[src/rtl/hex_rotate_scheduler_if.sv]
// Control and select bundle between the board keys/switches and the rotation scheduler.
// The master side drives the requests; the slave side (the scheduler) drives the select.
interface hex_rotate_scheduler_if;
  logic       enable;
  logic       dir;
  logic       step;
  logic       load;
  logic [1:0] loadval;
  logic [1:0] s;
  logic       tick;
  logic       running;

  modport master (
    output enable, dir, step, load, loadval,
    input  s, tick, running
  );

  modport slave (
    input  enable, dir, step, load, loadval,
    output s, tick, running
  );
endinterface

[src/rtl/hex_rotate_scheduler.sv]
// Drives the 2-bit rotation select of the HEX rotator: prescaled auto stepping,
// pause, direction, debounced-by-edge manual step and direct load.
//
// state | meaning
// PAUSE | prescaler held at 0, only manual step or load move the select
// RUN   | prescaler counting, auto step every TICKS_PER_STEP cycles
module hex_rotate_scheduler #(
  parameter int TICKS_PER_STEP = 50_000_000
) (
  input logic                  clock,
  input logic                  resetn,
  hex_rotate_scheduler_if.slave bus
);

  localparam int CNT_W = $clog2(TICKS_PER_STEP);
  localparam logic [CNT_W-1:0] CNT_LAST = CNT_W'(TICKS_PER_STEP - 1);

  typedef enum logic {
    PAUSE = 1'b0,
    RUN   = 1'b1
  } state_t;

  state_t           state_q;
  state_t           state_d;
  logic [CNT_W-1:0] cnt_q;
  logic [CNT_W-1:0] cnt_d;
  logic [1:0]       s_q;
  logic [1:0]       s_d;
  logic             tick_q;
  logic             tick_d;
  logic             sync1_q;
  logic             sync2_q;
  logic             sync3_q;
  logic             valid1_q;
  logic             valid2_q;
  logic             armed_q;
  logic             man_step;
  logic             auto_step;

  function automatic logic [1:0] advance(input logic [1:0] cur, input logic back);
    logic [1:0] nxt;
    if (back) nxt = (cur == 2'd0) ? 2'd2 : cur - 2'd1;
    else      nxt = (cur == 2'd2) ? 2'd0 : cur + 2'd1;
    return nxt;
  endfunction

  // Step key synchronizer. armed_q only rises once a low level has been seen
  // through a fully refilled synchronizer, so a key held across reset is ignored.
  always_ff @(posedge clock or negedge resetn) begin
    if (!resetn) begin
      sync1_q  <= 1'b0;
      sync2_q  <= 1'b0;
      sync3_q  <= 1'b0;
      valid1_q <= 1'b0;
      valid2_q <= 1'b0;
      armed_q  <= 1'b0;
    end else begin
      sync1_q  <= bus.step;
      sync2_q  <= sync1_q;
      sync3_q  <= sync2_q;
      valid1_q <= 1'b1;
      valid2_q <= valid1_q;
      armed_q  <= armed_q | (valid2_q & ~sync2_q);
    end
  end

  assign man_step  = sync2_q & ~sync3_q & armed_q;
  assign auto_step = (state_q == RUN) && (cnt_q == CNT_LAST);

  always_ff @(posedge clock or negedge resetn) begin
    if (!resetn) state_q <= PAUSE;
    else         state_q <= state_d;
  end

  always_comb begin
    state_d = state_q;
    case (state_q)
      PAUSE:   if (bus.enable)  state_d = RUN;
      RUN:     if (!bus.enable) state_d = PAUSE;
      default: state_d = PAUSE;
    endcase
  end

  // Load beats manual step beats auto step; a load swallows any step that cycle.
  always_comb begin
    s_d    = s_q;
    tick_d = 1'b0;
    if (state_q == PAUSE || auto_step) cnt_d = '0;
    else                               cnt_d = cnt_q + CNT_W'(1);

    if (bus.load) begin
      s_d   = (bus.loadval == 2'd3) ? 2'd0 : bus.loadval;
      cnt_d = '0;
    end else if (man_step) begin
      s_d    = advance(s_q, bus.dir);
      cnt_d  = '0;
      tick_d = 1'b1;
    end else if (auto_step) begin
      s_d    = advance(s_q, bus.dir);
      tick_d = 1'b1;
    end
  end

  always_ff @(posedge clock or negedge resetn) begin
    if (!resetn) begin
      cnt_q  <= '0;
      s_q    <= 2'd0;
      tick_q <= 1'b0;
    end else begin
      cnt_q  <= cnt_d;
      s_q    <= s_d;
      tick_q <= tick_d;
    end
  end

  assign bus.s       = s_q;
  assign bus.tick    = tick_q;
  assign bus.running = (state_q == RUN);

endmodule

[src/flat_wrapper.sv]
// flat-port wrapper written by rule: the top's interface ports become plain ports
module hex_rotate_scheduler_flat 
#(
  parameter int TICKS_PER_STEP = 50_000_000
)
  (clock, resetn, bus_enable, bus_dir, bus_step, bus_load, bus_loadval, bus_s, bus_tick, bus_running);
  hex_rotate_scheduler_if bus_i ();
  input logic clock;
  input logic resetn;
  input wire logic [$bits(bus_i.enable)-1:0] bus_enable;
  input wire logic [$bits(bus_i.dir)-1:0] bus_dir;
  input wire logic [$bits(bus_i.step)-1:0] bus_step;
  input wire logic [$bits(bus_i.load)-1:0] bus_load;
  input wire logic [$bits(bus_i.loadval)-1:0] bus_loadval;
  output wire logic [$bits(bus_i.s)-1:0] bus_s;
  output wire logic [$bits(bus_i.tick)-1:0] bus_tick;
  output wire logic [$bits(bus_i.running)-1:0] bus_running;
  assign bus_i.enable = bus_enable;
  assign bus_i.dir = bus_dir;
  assign bus_i.step = bus_step;
  assign bus_i.load = bus_load;
  assign bus_i.loadval = bus_loadval;
  assign bus_s = bus_i.s;
  assign bus_tick = bus_i.tick;
  assign bus_running = bus_i.running;
  hex_rotate_scheduler #(.TICKS_PER_STEP(TICKS_PER_STEP)) u_core (.clock(clock), .resetn(resetn), .bus(bus_i));
endmodule
[config.mk]
export PLATFORM = sky130hd
export DESIGN_NAME = hex_rotate_scheduler_flat
export DESIGN_NICKNAME = d
export VERILOG_FILES = /design/src/rtl/hex_rotate_scheduler_if.sv /design/src/rtl/hex_rotate_scheduler.sv /design/src/flat_wrapper.sv
export SDC_FILE = /design/constraint.sdc
export NUM_CORES = 1
export LEC_CHECK = 0
export ABC_AREA = 1
export CAP_MARGIN = 5
export CORE_MARGIN = 3
export CORE_UTILIZATION = 25
export CTS_CLUSTER_DIAMETER = 50
export DETAILED_ROUTE_END_ITERATION = 10
export PLACE_DENSITY = 0.51
export SLEW_MARGIN = 20
export SYNTH_ARGS = -nofsm -noshare
export SYNTH_HDL_FRONTEND = slang
export SYNTH_SLANG_ARGS = --single-unit
export TNS_END_PERCENT = 20
[constraint.sdc]
create_clock -name clock -period 2.8 [get_ports clock]
set_clock_uncertainty 0.1 [all_clocks]
set_input_delay 0.84 -clock clock [delete_from_list [all_inputs] [get_ports clock]]
set_output_delay 0.84 -clock clock [all_outputs]
set_load 0.01 [all_outputs]
# After elaboration in Yosys (flattened, before gate mapping)
# Index checks and enable logic that the tools add are counted.
[op_classes] add_sub_neg=3 mul=0 div=0 order_cmp=0 eq_ne=3 shifts=0 mux=14 bitwise_logic=7 n_reduce_logical=4
[op_table] op="two-way mux 26 bit" count=3
[op_table] op="adder 26 x 1 -> 26 bit, second input constant" count=1
[op_table] op="== test 26 bit, second input constant" count=1
[op_table] op="two-way mux 2 bit" count=7
[op_table] op="== test 2 bit, second input constant" count=2
[op_table] op="two-way mux 1 bit" count=4
[op_table] op="bitwise AND 1 bit" count=3
[op_table] op="inverter 1 bit" count=3
[op_table] op="nonzero test 3 bit" count=1
[op_table] op="adder 2 x 1 -> 2 bit, second input constant" count=1
[op_table] op="zero test 2 bit" count=1
[op_table] op="subtractor 2 x 1 -> 2 bit, second input constant" count=1
[op_table] op="logical AND 1 bit" count=1
[op_table] op="logical OR 1 bit" count=1
[op_table] op="bitwise OR 1 bit" count=1
[word_totals] regBits=36 latchBits=0 mem_bits_rw=0 rom_bits=0 n_memories=0

# Logic depth before layout (Yosys ltp)
[depth] ltp_word=6 depth_mapped=9 depth_no_buf=9

# Least setup slack after synthesis
# OpenSTA, ideal clock, no wires.
[synth_path] kind="input to register" startpoint="input bus_load" endpoint="register u_core.cnt_q[13]" setup_time_ns=0.071 t_arrival_ns=1.575 required_time_ns=2.629 setup_slack_ns=1.053 cell_stages=6 n_path_buf=1 path_cell_list="nor2_1 -> nand2_1 -> nor2_2 -> inv_2 -> buf_6 -> nor2_1"
[synth_between] elab_chain_len=1
[synth_rtl] item="start: declaration" line="flat_wrapper.sv:13" rtl="input wire logic [$bits(bus_i.load)-1:0] bus_load;"
[synth_rtl] item="two-way mux 26 bit" line="hex_rotate_scheduler.sv:91" rtl="if (bus.load) begin"
[synth_rtl] item="net u_core.cnt_d[13]" line="hex_rotate_scheduler.sv:26" rtl="logic [CNT_W-1:0] cnt_d;"
[synth_rtl] item="end signal: assignment" line="hex_rotate_scheduler.sv:110" rtl="cnt_q <= cnt_d;"
[synth_rtl] item="end: declaration" line="hex_rotate_scheduler.sv:25" rtl="logic [CNT_W-1:0] cnt_q;"
# The timed path passes the listed nets, and every way through them passes these cells.
# A chain may end at the register's enable or synchronous reset.

# Final worst setup path
[layout_path] startpoint="register u_core.s_q[0] (netlist: u_core.bus.s[0])" endpoint="output bus_s[0]"
[layout_rtl] item="start: declaration" line="hex_rotate_scheduler.sv:27" rtl="logic [1:0] s_q;"
[layout_rtl] item="start signal: assignment" line="hex_rotate_scheduler.sv:107" rtl="s_q <= 2'd0;"
[layout_rtl] item="start signal: assignment" line="hex_rotate_scheduler.sv:111" rtl="s_q <= s_d;"
[layout_rtl] item="end: declaration" line="flat_wrapper.sv:15" rtl="output wire logic [$bits(bus_i.s)-1:0] bus_s;"
# No word-level cell between the ends.

==> key figures <==
Global routing
  • First-pass GRT wire length: 7.541 mm
  • Total grt overflow: 0
  • Largest net degree at the start of global routing: 37
  • GRT Total Usage: 10.63%
  • Initial antenna violation count: 0
  • Vias in the first global route: ~1600

Place
  • Hpwl dp: 3.237 mm
  • RD Place Congestion: roughly 0.88
  • Port bufs: 11

Cells and area
  • Most frequent cells in the layout: 84 x nand2_1, 69 x nor2_1, 36 x dfrtp_1
  • Antenna diodes: 0
  • Nets: 307
  • Fill cells: slightly below 900
  • Most common cell after layout, fill and taps aside: nand2_1
  • Area Growth Syn to Fin: 15.78%
  • Share of layout cells above drive strength 1: 6.757%

Routing
  • Detailed-route via count: 1653
  • First-pass DRT Iterations: 4
  • Starting DRT DRC Count: 89
  • Final WL: 4.387 mm
  • Wire per inst: 11.02 microns
  • Drt via density: 4.153
  • Residual DRC count: 0
  • Final ANT Viol Nets: 0

Floorplanning
  • Die area: 9171 sq um
  • CORE AREA: 7767 sq um
  • Rows: 32
  • Die Ht: 95.77 microns
  • Initial Util: about a quarter
  • Die Span X: 95.77 microns
  • # IOs: 12

Clock tree
  • # resized after CTS: 0
  • Maximum root-to-sink buffer count: 2
  • Post-CTS Setup Repair Bufs: 0
  • H-tree Lvls: 2
  • Cts bufs inserted: 5
  • CTS tree: yes
  • Hold-fix buffers, CTS: 0
  • CTS Sinks: 36
  • Root Driver: clkbuf_8
  • Insertion delay to the later sink of the worst-skew pair: 280 ps
  • Clock Pin Slew Worst Setup and Hold Paths: 80 ps

Setup path
  • Critical path type: flip-flop to output port
  • Critical path arrival: ~1300 ps
  • Top cell family by delay on the critical path: buffers and inverters
  • Critical path depth: 1
  • WP buf/inv: 1
  • Reg2reg start: u_core.cnt_q[0]
  • Max stage delay cell, worst path: clkdlybuf4s50_1
  • CP Capture Type: output port
  • CP Launch Type: flip-flop
  • Required time worst endpoint: 1860 ps
  • Crit path launch: u_core.bus.s[0]
  • Worst Reg-to-Reg Cells: 8
  • CP max FO: 4
  • Worst-path cell chain: clkdlybuf4s50_1
  • Max incr delay on CP: around 560 ps

Timing
  • # setup viols final: 0
  • Crit path time final: 2213 ps
  • Final Hold Viols: 0
  • Worst slew pin tran: 814.4 ps
  • Slew HR: between 40 and 50%
  • Unrepaired setup endpoints after global routing: no
  • Final slew viol count: 0
  • Setup_tns: 0 ps
  • Fin crit share: 79.02%
  • F_max: 452.0 MHz

Logic synthesis
  • Syn. warnings: 0
  • Syn Nets: 291
  • Mapped Cells: between 200 and 300
  • Post-Syn Area: approximately 2000 sq um
  • Synth unique cells: 24
  • Post-synthesis sequential area ratio: 44.72%
  • Synthesized flop and latch total: 36
  • Mapped Avg Cell Area: ~7.2 sq um

Outcome
  • Outcome: completed

Pwr
  • Switching share of total power: 22.20%
  • Clock power frac: 42.4%
  • Switch Pwr: 0.2359 mW
  • Comb power frac: a little under 7%
  • Reg power frac: 50.8%
  • P per Cell Area: 455.6 nW/um^2
  • Peak supply drop: ~0.00016 V
  • Leakage: 0.9675 nW
  • Final Power: 1.062 mW
  • Int Power: 0.8266 mW

Job
  • Max Cap Viol: 0

Worst hold path
  • Hold path depth: 0
  • HP Start: u_core.valid1_q
  • HP Class: flip-flop to flip-flop
-- metal layers --
metal | vias up | global-route usage (%) | part of all wire, %
met2 | 18 | 16.97 | 46
li1 | 875 | - | -
met3 | 6 | 1.876 | 2.8
met1 | 754 | 14.39 | 49
met4 | 0 | 3.910 | 1.5
met5 | - | 0 | 0
-- cell families after synthesis --
| kind of cell | count (synthesis) | synth area share [%] |
|---|---|---|
| buffers and inverters | 36 | 7.454 |
| XOR/XNOR | 11 | 4.782 |
| other | 1 | 0.1862 |
| adder cells (fa/ha/maj) | 4 | 2.485 |
| flip-flops | 36 | 44.72 |
| AND/OR/NAND/NOR | 183 | 37.76 |
| AO/OA/AOI/OAI | 7 | 2.112 |
| multiplexers | 1 | 0.4969 |
-- power by group through the flow --
stage | Sequential (mW) | Clock [mW] | Combinational [mW]
detailed placement | 0.550 | 0 | 0.0746
CTS | 0.540 | 0.468 | 0.0749
floorplan | 0.551 | 0 | 0.0339
global placement | 0.550 | 0 | 0.0735
global route | 0.542 | 0.487 | 0.0852
finish | 0.540 | 0.450 | 0.0723
-- stage by stage --
stage          hold slack [ps]  cells  cell area, sq um  setup WS, ps  utilization [%]
4_1_cts                  254.8    398              2332         573.1            30.03
3_5_place_dp             237.1    390              2225         342.3            28.64
3_3_place_gp             232.2    390              2225         426.8            28.64
5_1_grt                  261.3    398              2332         489.3            30.03
2_1_floorplan            231.2    279              2014          1053                -
6_report                 251.6    398              2332         587.5            30.03
-- cell usage after synthesis --
library cell | n | area [sq um]
ha_1 | 4 | 50.05
inv_2 | 2 | 7.510
a21oi_1 | 2 | 10.01
o31ai_1 | 1 | 7.510
o211ai_1 | 1 | 7.510
o21ai_0 | 1 | 5.000
inv_1 | 32 | 120.1
nand2_1 | 84 | 315.3
conb_1 | 1 | 3.750
and2_1 | 1 | 6.260
buf_6 | 2 | 22.52
nor2_2 | 4 | 25.02
xor2_1 | 7 | 61.31
nor3_1 | 2 | 10.01
nor2_1 | 69 | 259.0
dfrtp_1 | 36 | 900.9
nand2_2 | 1 | 6.260
xnor2_1 | 4 | 35.03
mux2i_1 | 1 | 10.01
o22ai_1 | 2 | 12.51
nand3_1 | 16 | 80.08
nand4_1 | 1 | 6.260
nand3_2 | 3 | 30.03
nor2_4 | 2 | 22.52
-- final timing paths --
| kind | to | slack, ps |
|---|---|---|
| max in group asynchronous | u_core.cnt_q[9] | 1540 |
| min in group asynchronous | u_core.cnt_q[2] | 550 |
| min reg2reg | u_core.valid2_q | 250 |
| min | u_core.valid2_q | 250 |
| max reg2reg | u_core.cnt_q[11] | 820 |
| max | bus_s[0] | 590 |
-- state kept, by name, summed over array words and instances (netlist names) --
register            cells
u_core.bus.s            2
u_core.sync1_q          1
u_core.armed_q          1
u_core.valid1_q         1
u_core.cnt_q           26
u_core.bus.running      1
u_core.sync2_q          1
u_core.valid2_q         1
u_core.sync3_q          1
u_core.bus.tick         1
-- cell type report --
| class | count | area (sq um) | area share (%) |
|---|---|---|---|
| multi-input cells | 207 | 963.4 | 41.31 |
| repair buffers | 11 | 105.1 | 4.506 |
| clock inverters | 2 | 35.03 | 1.502 |
| inverters | 34 | 127.6 | 5.472 |
| well taps | 102 | 127.6 | 5.472 |
| clock buffers | 6 | 72.57 | 3.112 |
| flip-flops and latches | 36 | 900.9 | 38.63 |
Power figures use the tool's default switching activity.
